**config.mk**
```make
export PLATFORM = sky130hd
export DESIGN_NAME = mem_line_initiator
export DESIGN_NICKNAME = d
export VERILOG_FILES = /design/src/rtl/mem_line_initiator.sv
export SDC_FILE = /design/constraint.sdc
export NUM_CORES = 1
export LEC_CHECK = 0
export ABC_AREA = 0
export CORE_MARGIN = 2
export CORE_UTILIZATION = 39
export DETAILED_ROUTE_END_ITERATION = 6
export PLACE_DENSITY = 0.77
export SKIP_LAST_GASP = 1
export SYNTH_ARGS = -nofsm -noshare
export SYNTH_HDL_FRONTEND = slang
export SYNTH_SLANG_ARGS = --single-unit
```
**constraint.sdc**
```tcl
create_clock -name clk -period 1.8 [get_ports clk]
set_clock_uncertainty 0.15 [all_clocks]
set_input_delay 0.54 -clock clk [delete_from_list [all_inputs] [get_ports clk]]
set_output_delay 0.54 -clock clk [all_outputs]
set_load 0.05 [all_outputs]
```
**src/rtl/mem_line_initiator.sv**
```systemverilog
// Cache-line bus initiator: one request becomes one memory transaction (BEATS-byte fill or line write-back).
// Define MEM_TIMEOUT_EN to add an ack watchdog that aborts with resp_err after TIMEOUT idle cycles.
module mem_line_initiator #(
  parameter int ADDR_W  = 16,
  parameter int BEATS   = 8,
  parameter int TIMEOUT = 32
) (
  input  logic               clk,
  input  logic               rst_n,
  input  logic               req_valid,
  input  logic               req_rnw,
  input  logic [ADDR_W-1:0]  req_addr,
  input  logic [8*BEATS-1:0] req_wline,
  output logic               req_ready,
  output logic               resp_valid,
  output logic [8*BEATS-1:0] resp_line,
  output logic               resp_err,
  output logic               mem_avalid,
  output logic               mem_rnw,
  output logic [ADDR_W-1:0]  mem_addr,
  output logic [8*BEATS-1:0] mem_wdata,
  input  logic               mem_ack,
  input  logic [7:0]         mem_rdata
);

  localparam int LINE_W = 8 * BEATS;
  localparam int CNT_W  = (BEATS > 1) ? $clog2(BEATS) : 1;
  localparam logic [CNT_W-1:0] LAST_BEAT = CNT_W'(BEATS - 1);

  typedef enum logic [2:0] {IDLE, ISSUE, RD_COLLECT, WR_WAIT, DONE} state_t;

  state_t              state_reg;
  logic [CNT_W-1:0]    beat_reg;
  logic                ready_reg;
  logic                valid_reg;
  logic [LINE_W-1:0]   line_reg;
  logic                avalid_reg;
  logic                rnw_reg;
  logic [ADDR_W-1:0]   addr_reg;
  logic [LINE_W-1:0]   wdata_reg;

`ifdef MEM_TIMEOUT_EN
  localparam int WD_W = (TIMEOUT > 1) ? $clog2(TIMEOUT) : 1;
  localparam logic [WD_W-1:0] WD_LAST = WD_W'(TIMEOUT - 1);
  logic [WD_W-1:0] wd_reg;
  logic            err_reg;
  assign resp_err = err_reg;
`else
  assign resp_err = 1'b0;
  // The watchdog length is meaningless without the watchdog.
  if (TIMEOUT < 1) begin : g_timeout_unused
  end
`endif

  always_ff @(posedge clk or negedge rst_n) begin
    if (!rst_n) begin
      state_reg  <= IDLE;
      beat_reg   <= '0;
      ready_reg  <= 1'b1;
      valid_reg  <= 1'b0;
      line_reg   <= '0;
      avalid_reg <= 1'b0;
      rnw_reg    <= 1'b0;
      addr_reg   <= '0;
      wdata_reg  <= '0;
`ifdef MEM_TIMEOUT_EN
      wd_reg     <= '0;
      err_reg    <= 1'b0;
`endif
    end else begin
      // Strobes default low so each is high for exactly one cycle.
      avalid_reg <= 1'b0;
      valid_reg  <= 1'b0;
      case (state_reg)
        IDLE: begin
          if (req_valid) begin
            ready_reg  <= 1'b0;
            avalid_reg <= 1'b1;
            rnw_reg    <= req_rnw;
            addr_reg   <= req_addr;
            wdata_reg  <= req_wline;
            state_reg  <= ISSUE;
            if (req_rnw) begin
              beat_reg <= '0;
              line_reg <= '0;
            end
          end
        end
        ISSUE: begin
          state_reg <= rnw_reg ? RD_COLLECT : WR_WAIT;
`ifdef MEM_TIMEOUT_EN
          wd_reg    <= '0;
`endif
        end
        RD_COLLECT: begin
          if (mem_ack) begin
            for (int k = 0; k < BEATS; k++) begin
              if (beat_reg == CNT_W'(k)) line_reg[8*k +: 8] <= mem_rdata;
            end
            if (beat_reg == LAST_BEAT) begin
              state_reg <= DONE;
              valid_reg <= 1'b1;
            end else begin
              beat_reg <= beat_reg + 1'b1;
            end
          end
`ifdef MEM_TIMEOUT_EN
          if (mem_ack) begin
            wd_reg <= '0;
          end else if (wd_reg == WD_LAST) begin
            state_reg <= DONE;
            valid_reg <= 1'b1;
            err_reg   <= 1'b1;
          end else begin
            wd_reg <= wd_reg + 1'b1;
          end
`endif
        end
        WR_WAIT: begin
          if (mem_ack) begin
            state_reg <= DONE;
            valid_reg <= 1'b1;
          end
`ifdef MEM_TIMEOUT_EN
          else if (wd_reg == WD_LAST) begin
            state_reg <= DONE;
            valid_reg <= 1'b1;
            err_reg   <= 1'b1;
          end else begin
            wd_reg <= wd_reg + 1'b1;
          end
`endif
        end
        DONE: begin
          state_reg <= IDLE;
          ready_reg <= 1'b1;
`ifdef MEM_TIMEOUT_EN
          err_reg   <= 1'b0;
`endif
        end
        default: state_reg <= IDLE;
      endcase
    end
  end

  assign req_ready  = ready_reg;
  assign resp_valid = valid_reg;
  assign resp_line  = line_reg;
  assign mem_avalid = avalid_reg;
  assign mem_rnw    = rnw_reg;
  assign mem_addr   = addr_reg;
  assign mem_wdata  = wdata_reg;

endmodule
```
==> metrics <==
status finished, violations left; violated checks setup timing; post-synthesis xor/xnor area fraction 0%; vias in the first global route 4,997; initial drt markers between 200 and 250; setup slack after layout -64.9 ps; Vias/cell 5.29; # fillers 877; Layout Area Growth over Synthesis 88.6%; Initial Util 39.5%; MaxCap Viol Count 0; commonest non-fill, non-tap cell in the layout buf_12; floorplan row count 45; Non-Filler Instances around 870; io pins 242; H-tree depth 4; layout cell share with drive strength beyond 1 47.0%; antenna-violating nets left 0; WL/cell 21.6 um; fin crit period between 1500 and 2000 ps; multiplexer share of the synthesized area 15.6%; final WL about 19,000 um; DP Wirelength 13,000 um; global-route wire length before repair ~29,000 um; Final Util 74.4%; register bit total from synthesis ~150; largest net degree at the start of global routing 60; worst slack, placed -773 ps; Die H 127 um; IO buf count 240; Max Root-Sink Buffers 2; Finished Cell Area around 11,000 sq um; Synth warnings 0; drt pass-1 iters 5; clock-pin slew on the worst setup and hold paths 60 ps; Placed Cells 823; post-synth net total ~480; Die X-Extent 127 um; Syn Area/Cell 15.4 sq um; Synth Area in Simple Gates 3.92%; n_diodes 0; Seq/Total Area, Yosys 65.0%; critical path peak fanout 11; Synth Area in Adders 1.27%; CORE AREA 15,000 sq um; Synth Cell Area 5930 sq um; Final nets 767; fin crit share 104%; gr usage total 23.3%; die area 16,200 sq um; initial antenna violation count 0; clk_lat worst skew between 400 and 500 ps; total number of vias 4,600; Final Hold Viols 0; Root Driver clkbuf_16; Critical Path RT 1950 ps; DRC violations left 0; Leakage 4.98 nW; grt total ovfl 0; RePlAce Congestion between 0.8 and 0.9; kind of critical path flop to flop; Power Dens Cells 2320 nW/um^2; CTS Buf Count 17; most frequent cells in the layout buf_12, dfrtp_1, clkdlybuf4s50_1; CTS tree yes; fmax 0.536 GHz; Gate Count Post-Synth 385; unrepaired setup endpoints after global routing yes; critical path arrival 2010 ps; Setup TNS -2770 ps; CP startpoint kind flop; worst vdd ir around 1.2 mV; complex-gate fraction of the synthesized area a little under an eighth; crit end category flop; Distinct cells, synth 33; Min-Delay Path Class input pin to asynchronous set/reset pin; DP Area 10,200 sq um; CTS sink count roughly 150; largest family of logic cells by synthesized area multiplexers; Final Setup Violations 89; max-slew violations 0
[cells in the mapped netlist]
cell type | number | area, sq um
buf_2 | 4 | 20.0
a221o_1 | 4 | 40.0
dfrtp_1 | 153 | 3830
nand3_1 | 3 | 15.0
nor2_8 | 1 | 20.0
dfstp_2 | 1 | 26.3
nor3b_2 | 1 | 12.5
buf_1 | 7 | 26.3
nand3b_1 | 2 | 15.0
o221ai_1 | 5 | 43.8
nand2_1 | 4 | 15.0
nand2b_1 | 4 | 25.0
or3b_1 | 1 | 8.76
nor2_1 | 10 | 37.5
ha_1 | 6 | 75.1
and3b_1 | 2 | 17.5
clkbuf_1 | 1 | 3.75
inv_1 | 5 | 18.8
conb_1 | 1 | 3.75
or2_2 | 1 | 6.26
a22o_1 | 61 | 534
a21o_1 | 1 | 7.51
o2bb2ai_1 | 4 | 35.0
buf_4 | 1 | 7.51
buf_6 | 8 | 90.1
and2_1 | 1 | 6.26
nor3_1 | 6 | 30.0
mux2_2 | 59 | 664
mux2_1 | 23 | 259
nor2b_1 | 2 | 12.5
a21oi_1 | 1 | 5.00
nand4bb_1 | 1 | 11.3
a32o_1 | 1 | 10.0
[report_power, final]
part / internal, mW / switching [mW] / leakage (nW) / total (mW)
Clock: 2.02 / 1.44 / 0.271 / 3.46
Combinational: 8.03 / 7.69 / 2.77 / 15.7
Sequential: 5.02 / 1.79 / 1.94 / 6.81
Total: 15.1 / 10.9 / 4.98 / 26.0
[critical path, stage by stage (launching register included)]
cell and delay [ps]:
dfrtp_1 380, or3b_4 440, nor2_8 130, buf_6 140, clkbuf_16 170, mux2_2 340
[layer usage]
layer	vias up	GRT usage [%]	wire length [um]
met3	34	5.86	1250
met4	0	9.70	495
li1	2004	-	-
met1	2333	26.7	7110
met5	-	0	0
met2	229	41.4	9930
[logic make-up after synthesis]
family | count (synthesis)
multiplexers | 82
buffers and inverters | 26
flip-flops | 154
other | 1
adder cells (fa/ha/maj) | 6
AO/OA/AOI/OAI | 77
AND/OR/NAND/NOR | 39
[path summary, 6_finish.rpt]
| kind | start | to | slack [ps] | depth (start not counted) |
|---|---|---|---|---|
| worst min-delay path | rst_n | resp_line[17] | 380 | 2 |
| min in group clk | mem_addr[2] | mem_addr[2] | 400 | 1 |
| worst max register to register | state_reg[0] | mem_wdata[45] | -60 | 5 |
| max in group asynchronous | rst_n | mem_addr[4] | 550 | 3 |
| worst max-delay path | state_reg[0] | mem_wdata[45] | -60 | 5 |
| worst min register to register | mem_addr[2] | mem_addr[2] | 400 | 1 |
[what timing repair did]
| action | CTS | global route |
|---|---|---|
| pin swaps | 14 | 23 |
| gates resized for setup | 27 | 27 |
| hold endpoints to repair | 16 | 0 |
| endpoints found under the setup margin | 142 | 141 |
| cloned | 4 | 2 |
| setup buffers | 4 | 3 |
| hold buffers | 1 | 0 |
[per-stage QoR]
stage / power, mW / hold slack (ps)
after CTS: 25.7 / 380
after floorplan: 13.5 / 94.4
final: 26.0 / 383
after detailed placement: 21.7 / 248
after global placement: 21.4 / 243
after global routing: 26.8 / 384
[layout make-up]
type / count / area (sq um) / share of cell area (%)
Clock buffer: 20 / 467 / 4.17
Timing Repair Buffer: 285 / 4430 / 39.6
Tap cell: 188 / 235 / 2.10
Clock inverter: 12 / 116 / 1.04
Multi-Input combinational cell: 205 / 2060 / 18.4
Inverter: 5 / 18.8 / 0.168
Sequential cell: 154 / 3850 / 34.5
(Power assumes the default switching activity.)
==> RTL change: new RTL, same flow settings <==
Make the reset (`rst_n`) synchronous in one clocked block.
--- a/src/rtl/mem_line_initiator.sv
+++ b/src/rtl/mem_line_initiator.sv
@@ -52,7 +52,7 @@
   end
 `endif
 
-  always_ff @(posedge clk or negedge rst_n) begin
+  always_ff @(posedge clk) begin
     if (!rst_n) begin
       state_reg  <= IDLE;
       beat_reg   <= '0;
Check against the original RTL: differs if rst_n is asserted again (counterexample within 4 cycles, from zero or initial values and one cycle with rst_n low); with rst_n held inactive, the same outputs for 4 cycles.
==> RTL change against the unedited design <==
- routed wire length up 1.3%
- synthesized cell count increased by 75%
- critical path type is now primary input to register
- setup slack improved by 0.073 ns
- count of clock-buffer cells in the layout rose by 2
- highest routed layer is now met5
- final area is 2.1% lower
- area after synthesis decreased by 0.32%
- critical path depth grew 1
- sequential cell count unchanged
Power is not compared: it rests on default switching activity, and its combinational part moved more than twofold at a synthesized area within 25%.
==> RTL change: results (changes against the unedited design) <==
Finish
The multi-input combinational area share is 0.2383 (was 0.1842). The non-clock buffer share of cell area is 0.3981 (was 0.3964). The multi-input combinational gate total is 463 (was 205).

The number of non-clock inverters in the layout is 7 (was 5). The flip-flop and latch area is 0.003084 mm² (was 0.003855 mm²). The count of nets after finishing is 1025 (was 767).

The final-layout clock buffer total is 22 (was 20).

Synth
The count of distinct cell types in the synthesized netlist is 34 (was 33). The share of synthesized area occupied by flip-flops and latches was 0.5214 (was 0.6499). The share of flip-flops with an asynchronous set or reset was 0 (was 1.000).

GRT
The overall fraction of global-route tracks in use is 0.2360 (was 0.2327). The number of global-route vias before repair is 5790 (was 4997). The first-pass GRT wire length was 30170 µm (was 28520 µm).

Worst setup path
The destination of the worst register-to-register timing path is resp_line[3]$_SDFFE_PN0P_ (was mem_wdata[45]$_DFFE_PN0P_). The family with the most delay on the worst path is buffers and inverters (was simple AND/OR/NAND/NOR gates). The stage delay of the slowest cell on the critical path is 0.52 ns (was 0.44 ns). The register-to-register setup slack is 0.06 ns (was -0.06 ns). The start of the worst register-to-register path is state_reg[1]$_SDFFE_PN0P_ (was state_reg[0]$_DFFE_PN0P_). The worst-path cell with the longest stage delay is sky130_fd_sc_hd__clkdlybuf4s50_1 (was sky130_fd_sc_hd__or3b_4).

STA
The final-layout worst hold slack is 0.3407 ns (was 0.3833 ns).

Clock tree
The worst-skew pair later-pin latency is 0.40 ns (was 0.42 ns).

Min path
The path class of the lowest-slack min-delay path was register to register (was primary input to async pin).

Drt
The violation count after the first detailed-routing iteration is 338 (was 228). The vias per cell came to 5.141 (was 5.293).

Place
The post-DP HPWL is 13250 µm (was 13040 µm). The routability congestion estimate from global placement is 0.8669 (was 0.8432).

Status
Result of the run: finished clean (was complete, but fails checks).

Power and ir drop
The total power after layout is 10210 µW.
-- RTL change: kinds of logic after synthesis --
logic type / Yosys count / synth area share
adders and majority gates: 6 / 0.01270
muxes: 48 / 0.08125
AOI/OAI and AO/OA: 114 / 0.1284
and+or+nand+nor: 294 / 0.2114
DFF: 154 / 0.5214
other: 1 / 0.0006342
buffers and inverters: 57 / 0.04422
-- RTL change: timing repair --
item                                    in CTS  in global routing
gates resized for setup                      8                  7
cloned                                       1                  1
endpoints found under the setup margin     139                 18
setup buffers                                1                  3
pin swaps                                    2                  3
-- RTL change: metal layers --
layer | up-vias | track usage | routed length (µm)
li1 | 2764 | - | -
met1 | 2762 | 0.2685 | 7291
met2 | 244 | 0.4051 | 9515
met3 | 17 | 0.1034 | 1955
met4 | 2 | 0.06464 | 254
met5 | - | 0 | 11
-- RTL change: worst max-delay path by stage --
stage / startpoint / end / slack (ns) / cells past startpoint
2_1_floorplan: req_valid / mem_addr[10]$_SDFFE_PN0P_ / -0.03 / 5
3_3_place_gp: req_valid / mem_wdata[58]$_SDFFE_PN0P_ / -0.56 / 5
3_5_place_dp: req_valid / mem_addr[5]$_SDFFE_PN0P_ / -0.59 / 5
4_1_cts: beat_reg[2]$_SDFFE_PN0P_ / resp_line[30]$_SDFFE_PN0P_ / 0.004 / 5
5_1_grt: mem_ack / beat_reg[1]$_SDFFE_PN0P_ / -0.06 / 6
6_report: mem_ack / beat_reg[1]$_SDFFE_PN0P_ / 0.008 / 6
-- RTL change: per-stage QoR --
| step | setup TNS (ns) | area, µm² |
|---|---|---|
| 2_1_floorplan | -1.991 | 5939 |
| 3_3_place_gp | -72.84 | 10200 |
| 3_5_place_dp | -77.58 | 10200 |
| 4_1_cts | 0 | 10890 |
| 5_1_grt | -0.1660 | 10950 |
| 6_report | 0 | 10950 |
